**src/rtl/simd_mac_accumulator.sv**
```systemverilog
// Per-lane saturating accumulator for SIMD multiplier products (1x int8, 2x int4 or 4x int2).
// Sums DEPTH accepted beats per group and presents the lane sums on a registered valid/ready port.
module simd_mac_accumulator #(
  parameter int ACC_W = 24,
  parameter int DEPTH = 16,
  parameter int CNT_W = 5
) (
  input  logic               clk,
  input  logic               nrst,
  input  logic               clear,
  input  logic [1:0]         mode,
  input  logic               in_valid,
  output logic               in_ready,
  input  logic [15:0]        prod_int8,
  input  logic [7:0]         prod_int4_0,
  input  logic [7:0]         prod_int4_1,
  input  logic [3:0]         prod_int2_0,
  input  logic [3:0]         prod_int2_1,
  input  logic [3:0]         prod_int2_2,
  input  logic [3:0]         prod_int2_3,
  output logic               out_valid,
  input  logic               out_ready,
  output logic [4*ACC_W-1:0] out_acc,
  output logic [1:0]         out_mode,
  output logic [3:0]         out_ovf
);

  typedef enum logic [1:0] {IDLE, ACCUM, DRAIN} state_t;

  localparam logic [CNT_W-1:0] DEPTH_C = CNT_W'(DEPTH);

  state_t           state;
  logic [CNT_W-1:0] count;
  logic [CNT_W-1:0] count_next;
  logic [1:0]       beat_mode;
  logic [ACC_W-1:0] lane_acc  [4];
  logic [ACC_W-1:0] lane_prod [4];
  logic [ACC_W-1:0] lane_base [4];
  logic [ACC_W:0]   lane_wide [4];
  logic [ACC_W-1:0] lane_sum  [4];
  logic [3:0]       lane_sat;

  // The first beat of a group takes its mode from the port and starts from zero;
  // later beats reuse the latched group mode so mid-group mode changes are ignored.
  always_comb begin
    beat_mode  = (state == IDLE) ? mode : out_mode;
    count_next = count + 1'b1;
    lane_sat   = '0;
    for (int i = 0; i < 4; i++) begin
      lane_prod[i] = '0;
      lane_base[i] = '0;
      lane_wide[i] = '0;
      lane_sum[i]  = '0;
    end
    case (beat_mode)
      2'd1: begin
        lane_prod[0] = ACC_W'(prod_int4_0);
        lane_prod[1] = ACC_W'(prod_int4_1);
      end
      2'd2: begin
        lane_prod[0] = ACC_W'(prod_int2_0);
        lane_prod[1] = ACC_W'(prod_int2_1);
        lane_prod[2] = ACC_W'(prod_int2_2);
        lane_prod[3] = ACC_W'(prod_int2_3);
      end
      default: lane_prod[0] = ACC_W'(prod_int8);
    endcase
    for (int i = 0; i < 4; i++) begin
      lane_base[i] = (state == IDLE) ? '0 : lane_acc[i];
      lane_wide[i] = {1'b0, lane_base[i]} + {1'b0, lane_prod[i]};
      lane_sat[i]  = lane_wide[i][ACC_W];
      lane_sum[i]  = lane_sat[i] ? {ACC_W{1'b1}} : lane_wide[i][ACC_W-1:0];
    end
  end

  always_comb begin
    out_acc = '0;
    for (int i = 0; i < 4; i++) begin
      out_acc[i*ACC_W +: ACC_W] = lane_acc[i];
    end
  end

  // Group FSM; the lane registers double as the held result while draining.
  always_ff @(posedge clk or negedge nrst) begin
    if (!nrst) begin
      state     <= IDLE;
      count     <= '0;
      out_mode  <= 2'd0;
      out_ovf   <= '0;
      out_valid <= 1'b0;
      in_ready  <= 1'b1;
      for (int i = 0; i < 4; i++) lane_acc[i] <= '0;
    end else begin
      case (state)
        IDLE, ACCUM: begin
          if (clear) begin
            state    <= IDLE;
            count    <= '0;
            out_ovf  <= '0;
            in_ready <= 1'b1;
            for (int i = 0; i < 4; i++) lane_acc[i] <= '0;
          end else if (in_valid) begin
            if (state == IDLE) out_mode <= mode;
            for (int i = 0; i < 4; i++) lane_acc[i] <= lane_sum[i];
            out_ovf <= out_ovf | lane_sat;
            count   <= count_next;
            if (count_next == DEPTH_C) begin
              state     <= DRAIN;
              in_ready  <= 1'b0;
              out_valid <= 1'b1;
            end else begin
              state <= ACCUM;
            end
          end
        end
        DRAIN: begin
          if (out_ready) begin
            state     <= IDLE;
            count     <= '0;
            out_ovf   <= '0;
            out_valid <= 1'b0;
            in_ready  <= 1'b1;
            for (int i = 0; i < 4; i++) lane_acc[i] <= '0;
          end
        end
        default: begin
          state     <= IDLE;
          count     <= '0;
          out_valid <= 1'b0;
          in_ready  <= 1'b1;
        end
      endcase
    end
  end

endmodule

```
**config.mk**
```make
export PLATFORM = sky130hd
export DESIGN_NAME = simd_mac_accumulator
export DESIGN_NICKNAME = d
export VERILOG_FILES = /design/src/rtl/simd_mac_accumulator.sv
export SDC_FILE = /design/constraint.sdc
export NUM_CORES = 1
export LEC_CHECK = 0
export ABC_AREA = 0
export BUFFER_PORTS_ARGS = -buffer_cell sky130_fd_sc_hd__buf_2
export CELL_PAD_IN_SITES_DETAIL_PLACEMENT = 1
export CELL_PAD_IN_SITES_GLOBAL_PLACEMENT = 1
export CORE_ASPECT_RATIO = 2
export CORE_MARGIN = 2
export CORE_UTILIZATION = 30
export CTS_CLUSTER_DIAMETER = 40
export DETAILED_ROUTE_END_ITERATION = 16
export PLACE_DENSITY_LB_ADDON = 0.1
export SKIP_CTS_REPAIR_TIMING = 1
export SYNTH_ARGS = -nofsm -noshare
export SYNTH_HDL_FRONTEND = slang
export SYNTH_SLANG_ARGS = --single-unit
```
**constraint.sdc**
```tcl
create_clock -name clk -period 5 [get_ports clk]
set_clock_uncertainty 0.05 [all_clocks]
set_input_delay 1 -clock clk [delete_from_list [all_inputs] [get_ports clk]]
set_output_delay 1 -clock clk [all_outputs]
set_load 0.01 [all_outputs]
```
After elaboration in Yosys (flattened, before gate mapping) --
Index checks and enable logic that the tools add are counted.
Operators by class: $add $sub $neg 5, equal/unequal tests 11, muxes and demuxes 39, bitwise operators 2, reductions and logical operators 8
Operators by type and width (number):
- 2-to-1 mux 96 bit | 3
- 2-to-1 mux 24 bit | 8
- case mux 96 bit (2 select lines) | 1
- adder 24 x 24 -> 25 bit | 4
- case mux 16 bit (2 select lines) | 1
- 2-to-1 mux 28 bit | 1
- case mux 8 bit (2 select lines) | 1
- 2-to-1 mux 5 bit | 3
- 2-to-1 mux 4 bit | 3
- 2-to-1 mux 2 bit | 5
- case mux 5 bit (2 select lines) | 1
- AND reduction 3 bit | 3
- 2-to-1 mux 1 bit | 8
- inequality test 2 bit, second input constant | 4
- case mux 4 bit (2 select lines) | 1
- inequality test 3 bit, second input constant | 2
- adder 5 x 1 -> 5 bit, second input constant | 1
- == test 5 bit, second input constant | 1
- == test 2 x 1 -> 1 bit, second input constant | 2
- == test 2 bit, second input constant | 2
- OR 4 bit | 1
- case mux 1 bit (2 select lines) | 2
- case mux 2 bit (2 select lines) | 1
- AND reduction 4 bit | 1
- 5 further kinds | 5
Storage, ports and cells: register bits after elaboration 111, bits of input ports 55, output and inout port bits 104, logic and storage cells 75

Logic depth before layout (Yosys ltp) --
Gate-level depths: netlist of run 1.
depth after elaboration 9, mapped depth 19, gate-level depth less buffers 15

Worst setup path before layout of run 1 --
No wires, ideal clock.
path kind register -> register, from reg state[0], to reg lane_acc (netlist bit out_acc[15]), library setup time 0.134 ns, arrival 3.963 ns, data required time 4.816 ns, setup slack 0.853 ns, cell stages (with the launch flop) 19, path buffers 4, clock period less this slack 4.147 ns, path through dfrtp_1 -> buf_2 -> nor2_1 -> mux2i_1 -> inv_1 -> ha_1 -> clkbuf_1 -> clkbuf_1 -> o21ai_0 -> ha_1 -> fa_1 -> a211oi_1 -> o211ai_1 -> nand3_1 -> a211oi_2 -> and2_1 -> clkbuf_1 -> a22oi_1 -> o21ai_0
On the way: word-level cells in the longest chain between the ends 9, elaborated cells on any way between the ends 18, those cells by class 1 x add/sub; 6 x eq/ne; 7 x mux; 4 x reduce/logical
Ends and longest elaborated chain:
- start: declaration | RTL line 32 | state_t state;
- start signal: assignment | RTL line 86 | state <= IDLE;
- start signal: assignment | RTL line 97 | state <= IDLE;
- start signal: assignment | RTL line 108 | state <= DRAIN;
- logical NOT 2 bit (*) | RTL line 46 | beat_mode = (state == IDLE) ? mode : out_mode;
- 2-to-1 mux 2 bit (*)
- via beat_mode[1] | RTL line 35 | logic [1:0] beat_mode;
- == test 2 bit / == test 2 x 1 -> 1 bit (equally long branches) | RTL line 55 | case (beat_mode)
- case mux 16 bit (2 select lines) (*) | RTL line 55
- adder 24 x 24 -> 25 bit (*) | RTL line 70 | lane_wide[i] = {1'b0, lane_base[i]} + {1'b0, lane_prod[i]};
- 2-to-1 mux 24 bit (*) | RTL line 72 | lane_sum[i] = lane_sat[i] ? {ACC_W{1'b1}} : lane_wide[i][ACC_W-1:0];
- 2-to-1 mux 96 bit (*) | RTL line 102 | end else if (in_valid) begin
- 2-to-1 mux 96 bit (*) | RTL line 96 | if (clear) begin
- case mux 96 bit (2 select lines) (*) | RTL line 94 | case (state)
- end: declaration | RTL line 36 | logic [ACC_W-1:0] lane_acc [4];
Mark *: on every way through the listed nets, which the timed path passes. The rest lies on a longest branch. The select of a mux whose other input is x is not followed. A chain may end at the register's enable or synchronous reset.

Final worst setup path of run 1 --
from reg state[1], to reg lane_acc (netlist bit out_acc[2])
Same word-level chain as after synthesis.

==> results of run 1 <==
==> cells by family (layout without fill, tap and decap cells) <==
| kind of cell | count (synthesis) | in the layout | share of synthesized area [%] |
|---|---|---|---|
| and+or+nand+nor | 357 | 357 | 22.9 |
| AOI/OAI and AO/OA | 336 | 336 | 26.4 |
| DFF | 111 | 111 | 36.0 |
| buffers and inverters | 78 | 227 | 4.20 |
| adders and majority gates | 39 | 39 | 6.72 |
| xor gates and xnor gates | 27 | 27 | 3.07 |
| muxes | 5 | 5 | 0.665 |
| other | 0 | 1 | 0 |
==> sequential cells by signal (all words and copies together) (netlist names) <==
signal	count
count	5
in_ready	1
out_acc	96
out_mode	2
out_ovf	4
out_valid	1
state	2
==> placed cells by master (no fill, tap or decap), drive strengths merged, types with 5 or more instances in the layout <==
cell	n
nor2b	7
a21oi	85
inv	30
dfrtp	110
buf	182
nor3	11
nand4	10
nor2	57
nor3b	6
nand2	129
o21ai	133
and3	14
a21o	16
and2	57
xnor2	15
clkbuf	12
a211oi	9
xor2	12
a31oi	26
ha	35
a22oi	10
nor4	5
nand3	38
a22o	8
o211ai	7
==> per-layer routing <==
| metal | vias to the layer above | global-route usage, % | wire (um) |
|---|---|---|---|
| met5 | - | 0 | 0 |
| met4 | 0 | 6.89 | 549 |
| met3 | 30 | 3.66 | 1130 |
| met2 | 164 | 37.8 | 14300 |
| met1 | 3932 | 26.0 | 12500 |
| li1 | 3723 | - | - |
==> stage by stage <==
step,setup WS [ns],area (um2),utilization (%)
6_report,0.513,9230,36.3
5_1_grt,0.143,9230,36.3
4_1_cts,0.310,9220,36.2
3_5_place_dp,0.0625,8910,35.0
3_3_place_gp,0.186,8910,35.0
2_1_floorplan,0.853,7710,-
==> final timing paths <==
check                          start          end  cells after the start  slack (ns)
max in group asynchronous       nrst  out_acc[32]                      2        3.29
max reg2reg                 state[1]   out_acc[2]                     17        0.51
min in group asynchronous       nrst  out_acc[15]                      1        0.66
max                         state[1]   out_acc[2]                     17        0.51
min reg2reg                out_valid    out_valid                      1        0.43
min                        out_valid    out_valid                      1        0.43
==> worst max-delay path, delay by kind of cell, from the launching register on <==
kind,cells,cell delay [ns]
AOI/OAI and AO/OA,5,0.96
adders and majority gates,3,0.81
buffers and inverters,3,0.55
DFF,1,0.39
muxes,1,0.29
and+or+nand+nor,5,1.34
==> where the power goes <==
part	internal (mW)	switching (mW)	total, mW
registers	0.932	0.0292	0.961
logic	0.170	0.293	0.463
clock network	0.419	0.381	0.800
total	1.52	0.703	2.22
==> final cells by class <==
| cell class | count | area, um2 | area share (%) |
|---|---|---|---|
| clock inverter | 4 | 52.6 | 0.569 |
| timing repair buffer | 182 | 973 | 10.5 |
| clock buffer | 12 | 256 | 2.78 |
| sequential | 111 | 2780 | 30.1 |
| multi-input combinational | 764 | 4630 | 50.2 |
| inverter | 29 | 109 | 1.18 |
| antenna | 1 | 2.50 | 0.0271 |
| tap | 340 | 425 | 4.61 |
==> impl_results.md, run 1 <==
* Initial antenna violation count at 1
* Syn. warnings at 0
* Pins over their slew limit at 0
* Core area at 25400 um2
* Worst-skew pair later-pin latency at 0.38 ns
* CTS Root Cell: clkbuf_16
* Die Height at 231 um
* Post-synth net total at 1047
* Overall Global Routing Usage at 21.3%
* Vias in the first global route at 8441
* Status: completed
* Crit Path Category: reg -> reg
* PortBufs at 158
* CTS tree: done
* Worst path arrival time at 4.75 ns
* Post-synthesis sequential area ratio at 36.0%
* Most frequent cell after synthesis: nand2_1
* Top post-synthesis cells by count: nand2_1, o21ai_0, dfrtp_1
* Design Power at 2.22 mW
* Crit path time final at 4.49 ns
* Cells after synthesis at 953
* Fraction of layout cells with a size suffix above 1 at 19.7%
* Starting Density at 30.3%
* # rows at 83
* Number of routed nets with antenna violations at 0
* PwrDens at 241 nW/um2
* Width of the die at 117 um
* Setup TNS at 0 ns
* Grt total ovfl at 0
* Final hold vios at 0
* Async set or reset register ratio after synthesis at 100%
* Static Leak at 4.51 nW
* Dpl cells at 1426
* Distinct cells, synth at 74
* Rel. slew slack at 35.9%
* Synth area leader: dfrtp_1
* Slew at the pin with the worst max-slew slack at 0.961 ns
* Clock sink count at 111
* RSZ-0062 raised after global routing: false
* Max H-tree Level at 3
* Max cap viols at 0
* Dominant synthesized flop cell: dfrtp_1
* Synth top area share at 35.7%
* Detailed Place HPWL at 20.0 mm
* WP data required at 5.27 ns
* RePlAce Congestion at 0.826
* CTS Buffer Depth at 2
* Pre-antenna DRT Iters at 4
* Worst-path cell chain: nor2_1 -> buf_4 -> mux2i_1 -> inv_1 -> ha_2 -> buf_4 -> nand2_1 -> o21ai_0 -> ha_1 -> fa_1 -> a211oi_1 -> o211ai_1 -> nand3_1 -> a211oi_2 -> and2_1 -> o21ai_0 -> nand2_1
* Largest stage delay on the critical path at 0.79 ns
* First-pass GRT wire length at 46.1 mm
* Critical Path Start Type: register
* DIE AREA at 27100 um2
* Hold WC Path Type: reg -> reg
* DR iter-0 viols at 337
* Top cells by area, synth: dfrtp_1, o21ai_0, nand2_1
* Total wire length at 28.4 mm
* # DRC at 0
* Final setup violation count at 0
* F_max at 223 MHz
* Post-Syn Area at 7710 um2
* Worst Path Max Fanout at 24
* Crit path max-delay cell type: and2_1
* Vias per cell at 5.44
* CTS Buf Count at 9
* DR vias at 7849
* Worst Hold Slack at 0.432 ns
* Largest net degree at the start of global routing at 73
* Post-synth EDFFs at 0
* Critical path capture point type: register
* Boundary Pins at 159
* Maximum vdd ir drop at 0.123 mV
* NumNets Final at 1191
* Layout area overhead at 19.7%
* Worst-path clk slew at 0.08 ns
* Tcrit/Tclk final at 89.7%
* Non-filler cells, final at 1443
* # fillers at 3074
* DR WL/cell at 19.7 um
* Synth Area per Inst at 8.09 um2
* Synth Register Bits at 111
(Power assumes the default switching activity.)
==> run 2: changes to the inputs <==
Settings changed: CELL_PAD_IN_SITES_DETAIL_PLACEMENT 1 to not set, CELL_PAD_IN_SITES_GLOBAL_PLACEMENT 1 to not set, PLACE_DENSITY_LB_ADDON 0.1 to not set.
==> impl_results.md, run 2 (synthesis gave the netlist of run 1 again) <==
* Status: completed (unchanged)
* Pre-antenna DRT Iters at 5 (was 4)
* Final setup violation count at 0 (unchanged)
* Largest stage delay on the critical path at 0.50 ns (was 0.79 ns)
* Worst-skew pair later-pin latency at 0.37 ns (was 0.38 ns)
* CP most frequent cell: buf_4
* # DRC at 0 (unchanged)
* Tcrit/Tclk final at 88.3% (was 89.7%)
* Worst-path clk slew at 0.08 ns (about the same)
* CTS tree: done (unchanged)
* Core area at 25400 um2 (unchanged)
* Die Height at 231 um (unchanged)
* Crit path max-delay cell type: nor2b_1 (was and2_1)
* First-pass GRT wire length at 40.5 mm (was 46.1 mm)
* DR vias at 7805 (was 7849)
* Final hold vios at 0 (unchanged)
* WP data required at 5.26 ns (was 5.27 ns)
* Grt total ovfl at 0 (unchanged)
* Max cap viols at 0 (unchanged)
* PwrDens at 243 nW/um2 (was 241 nW/um2)
* Max reg flops at 96 (unchanged)
* Commonest non-fill, non-tap cells in the layout: buf_2, nand2_1, o21ai_0, dfrtp_1, a21oi_1 (unchanged)
* Static Leak at 4.52 nW (was 4.51 nW)
* # rows at 83 (unchanged)
* Initial antenna violation count at 2 (was 1)
* Maximum vdd ir drop at 0.137 mV (was 0.123 mV)
* Width of the die at 117 um (unchanged)
* Largest net degree at the start of global routing at 73 (unchanged)
* Hold WC Path Type: reg -> reg (unchanged)
* Total wire length at 25.1 mm (was 28.4 mm)
* Slew at the pin with the worst max-slew slack at 1.05 ns (was 0.961 ns)
* Max H-tree Level at 3 (unchanged)
* Fraction of layout cells with a size suffix above 1 at 19.5% (was 19.7%)
* Non-filler cells, final at 1443 (unchanged)
* Vias in the first global route at 7380 (was 8441)
* Rel. slew slack at 29.6% (was 35.9%)
* Detailed Place HPWL at 18.0 mm (was 20.0 mm)
* F_max at 227 MHz (was 223 MHz)
* Overall Global Routing Usage at 18.4% (was 21.3%)
* DR WL/cell at 17.4 um (was 19.7 um)
* R2R setup slack at 0.59 ns (was 0.51 ns)
* Worst Path Max Fanout at 16 (was 24)
* Dpl cells at 1425 (was 1426)
* DIE AREA at 27100 um2 (unchanged)
* Starting Density at 30.3% (unchanged)
* Boundary Pins at 159 (unchanged)
* CTS Buf Count at 9 (unchanged)
* Pins over their slew limit at 0 (unchanged)
* Most common cell after layout, fill and taps aside: buf_2 (unchanged)
* NumNets Final at 1190 (was 1191)
* PortBufs at 158 (unchanged)
* RePlAce Congestion at 0.898 (was 0.826)
* Crit path time final at 4.41 ns (was 4.49 ns)
* Crit Path Category: reg -> reg (unchanged)
* CTS Root Cell: clkbuf_16 (unchanged)
* Critical path capture point type: register (unchanged)
* CTS Buffer Depth at 2 (unchanged)
* Setup TNS at 0 ns (unchanged)
* Clock sink count at 111 (unchanged)
* Worst-path cell chain: nor2_1 -> buf_4 -> mux2i_1 -> inv_1 -> ha_1 -> nor2b_1 -> a22o_1 -> ha_1 -> o211ai_1 -> o211ai_1 -> nand3_1 -> a211oi_2 -> buf_4 -> and2_1 -> buf_4 -> o21ai_0 -> nand2_1 (was nor2_1 -> buf_4 -> mux2i_1 -> inv_1 -> ha_2 -> buf_4 -> nand2_1 -> o21ai_0 -> ha_1 -> fa_1 -> a211oi_1 -> o211ai_1 -> nand3_1 -> a211oi_2 -> and2_1 -> o21ai_0 -> nand2_1)
* Setup slack after layout at 0.586 ns (was 0.513 ns)
* Dpl cell area at 8910 um2 (about the same)
* Post-Place Worst Slack at 0.196 ns (was 0.0625 ns)
* Fin area at 9250 um2 (was 9230 um2)
* RSZ-0062 raised after global routing: false (unchanged)
* Layout area overhead at 20.0% (was 19.7%)
* Critical Path Start Type: register (unchanged)
* Number of routed nets with antenna violations at 0 (unchanged)
* Worst path arrival time at 4.67 ns (was 4.75 ns)
* DR iter-0 viols at 577 (was 337)
* Vias per cell at 5.41 (was 5.44)
-- run 2: power breakdown --
group,internal [mW],total [mW],switching (mW)
Clock,0.453,0.836,0.384
Sequential,0.932,0.960,0.0281
Combinational,0.169,0.449,0.280
Total,1.55,2.25,0.692
-- run 2: worst paths after layout --
check | end | cells after the start | startpoint
max in group asynchronous | out_acc[76] | 2 | nrst
min in group asynchronous | out_acc[10] | 1 | nrst
hold reg to reg | out_valid | 1 | out_valid
setup / recovery | out_acc[6] | 17 | state[1]
hold / removal | out_valid | 1 | out_valid
setup reg to reg | out_acc[6] | 17 | state[1]
-- run 2: layout make-up --
type                    count  area, um2
flip-flops and latches    111       2780
repair buffers            181        966
fillers                  2635      16200
diodes                      2       5.00
multi-input cells         764       4630
clock inverters             7        114
inverters                  29        109
clock buffers               9        225
well taps                 340        425
-- run 2: metrics by stage --
step / util, % / power (mW) / hold WS, ns
floorplan: - / 1.26 / 0.453
global placement: 35.0 / 1.42 / 0.410
detailed placement: 35.0 / 1.43 / 0.419
CTS: 36.3 / 2.27 / 0.436
global route: 36.3 / 2.36 / 0.465
finish: 36.4 / 2.25 / 0.432
-- run 2: critical path: cells and delay by family, from the launching register on --
| kind | cells | cell delay, ns |
|---|---|---|
| compound gates | 5 | 1.00 |
| simple gates | 5 | 1.27 |
| buf+inv | 4 | 0.72 |
| mux | 1 | 0.29 |
| flops | 1 | 0.38 |
| fa+ha+maj | 2 | 0.62 |
-- run 2: per-layer routing --
layer	vias up	track usage, %	wire length [um]
li1	3720	-	-
met5	-	0	0
met3	14	4.27	1860
met1	3796	25.2	11300
met2	275	29.4	11700
met4	0	4.10	200
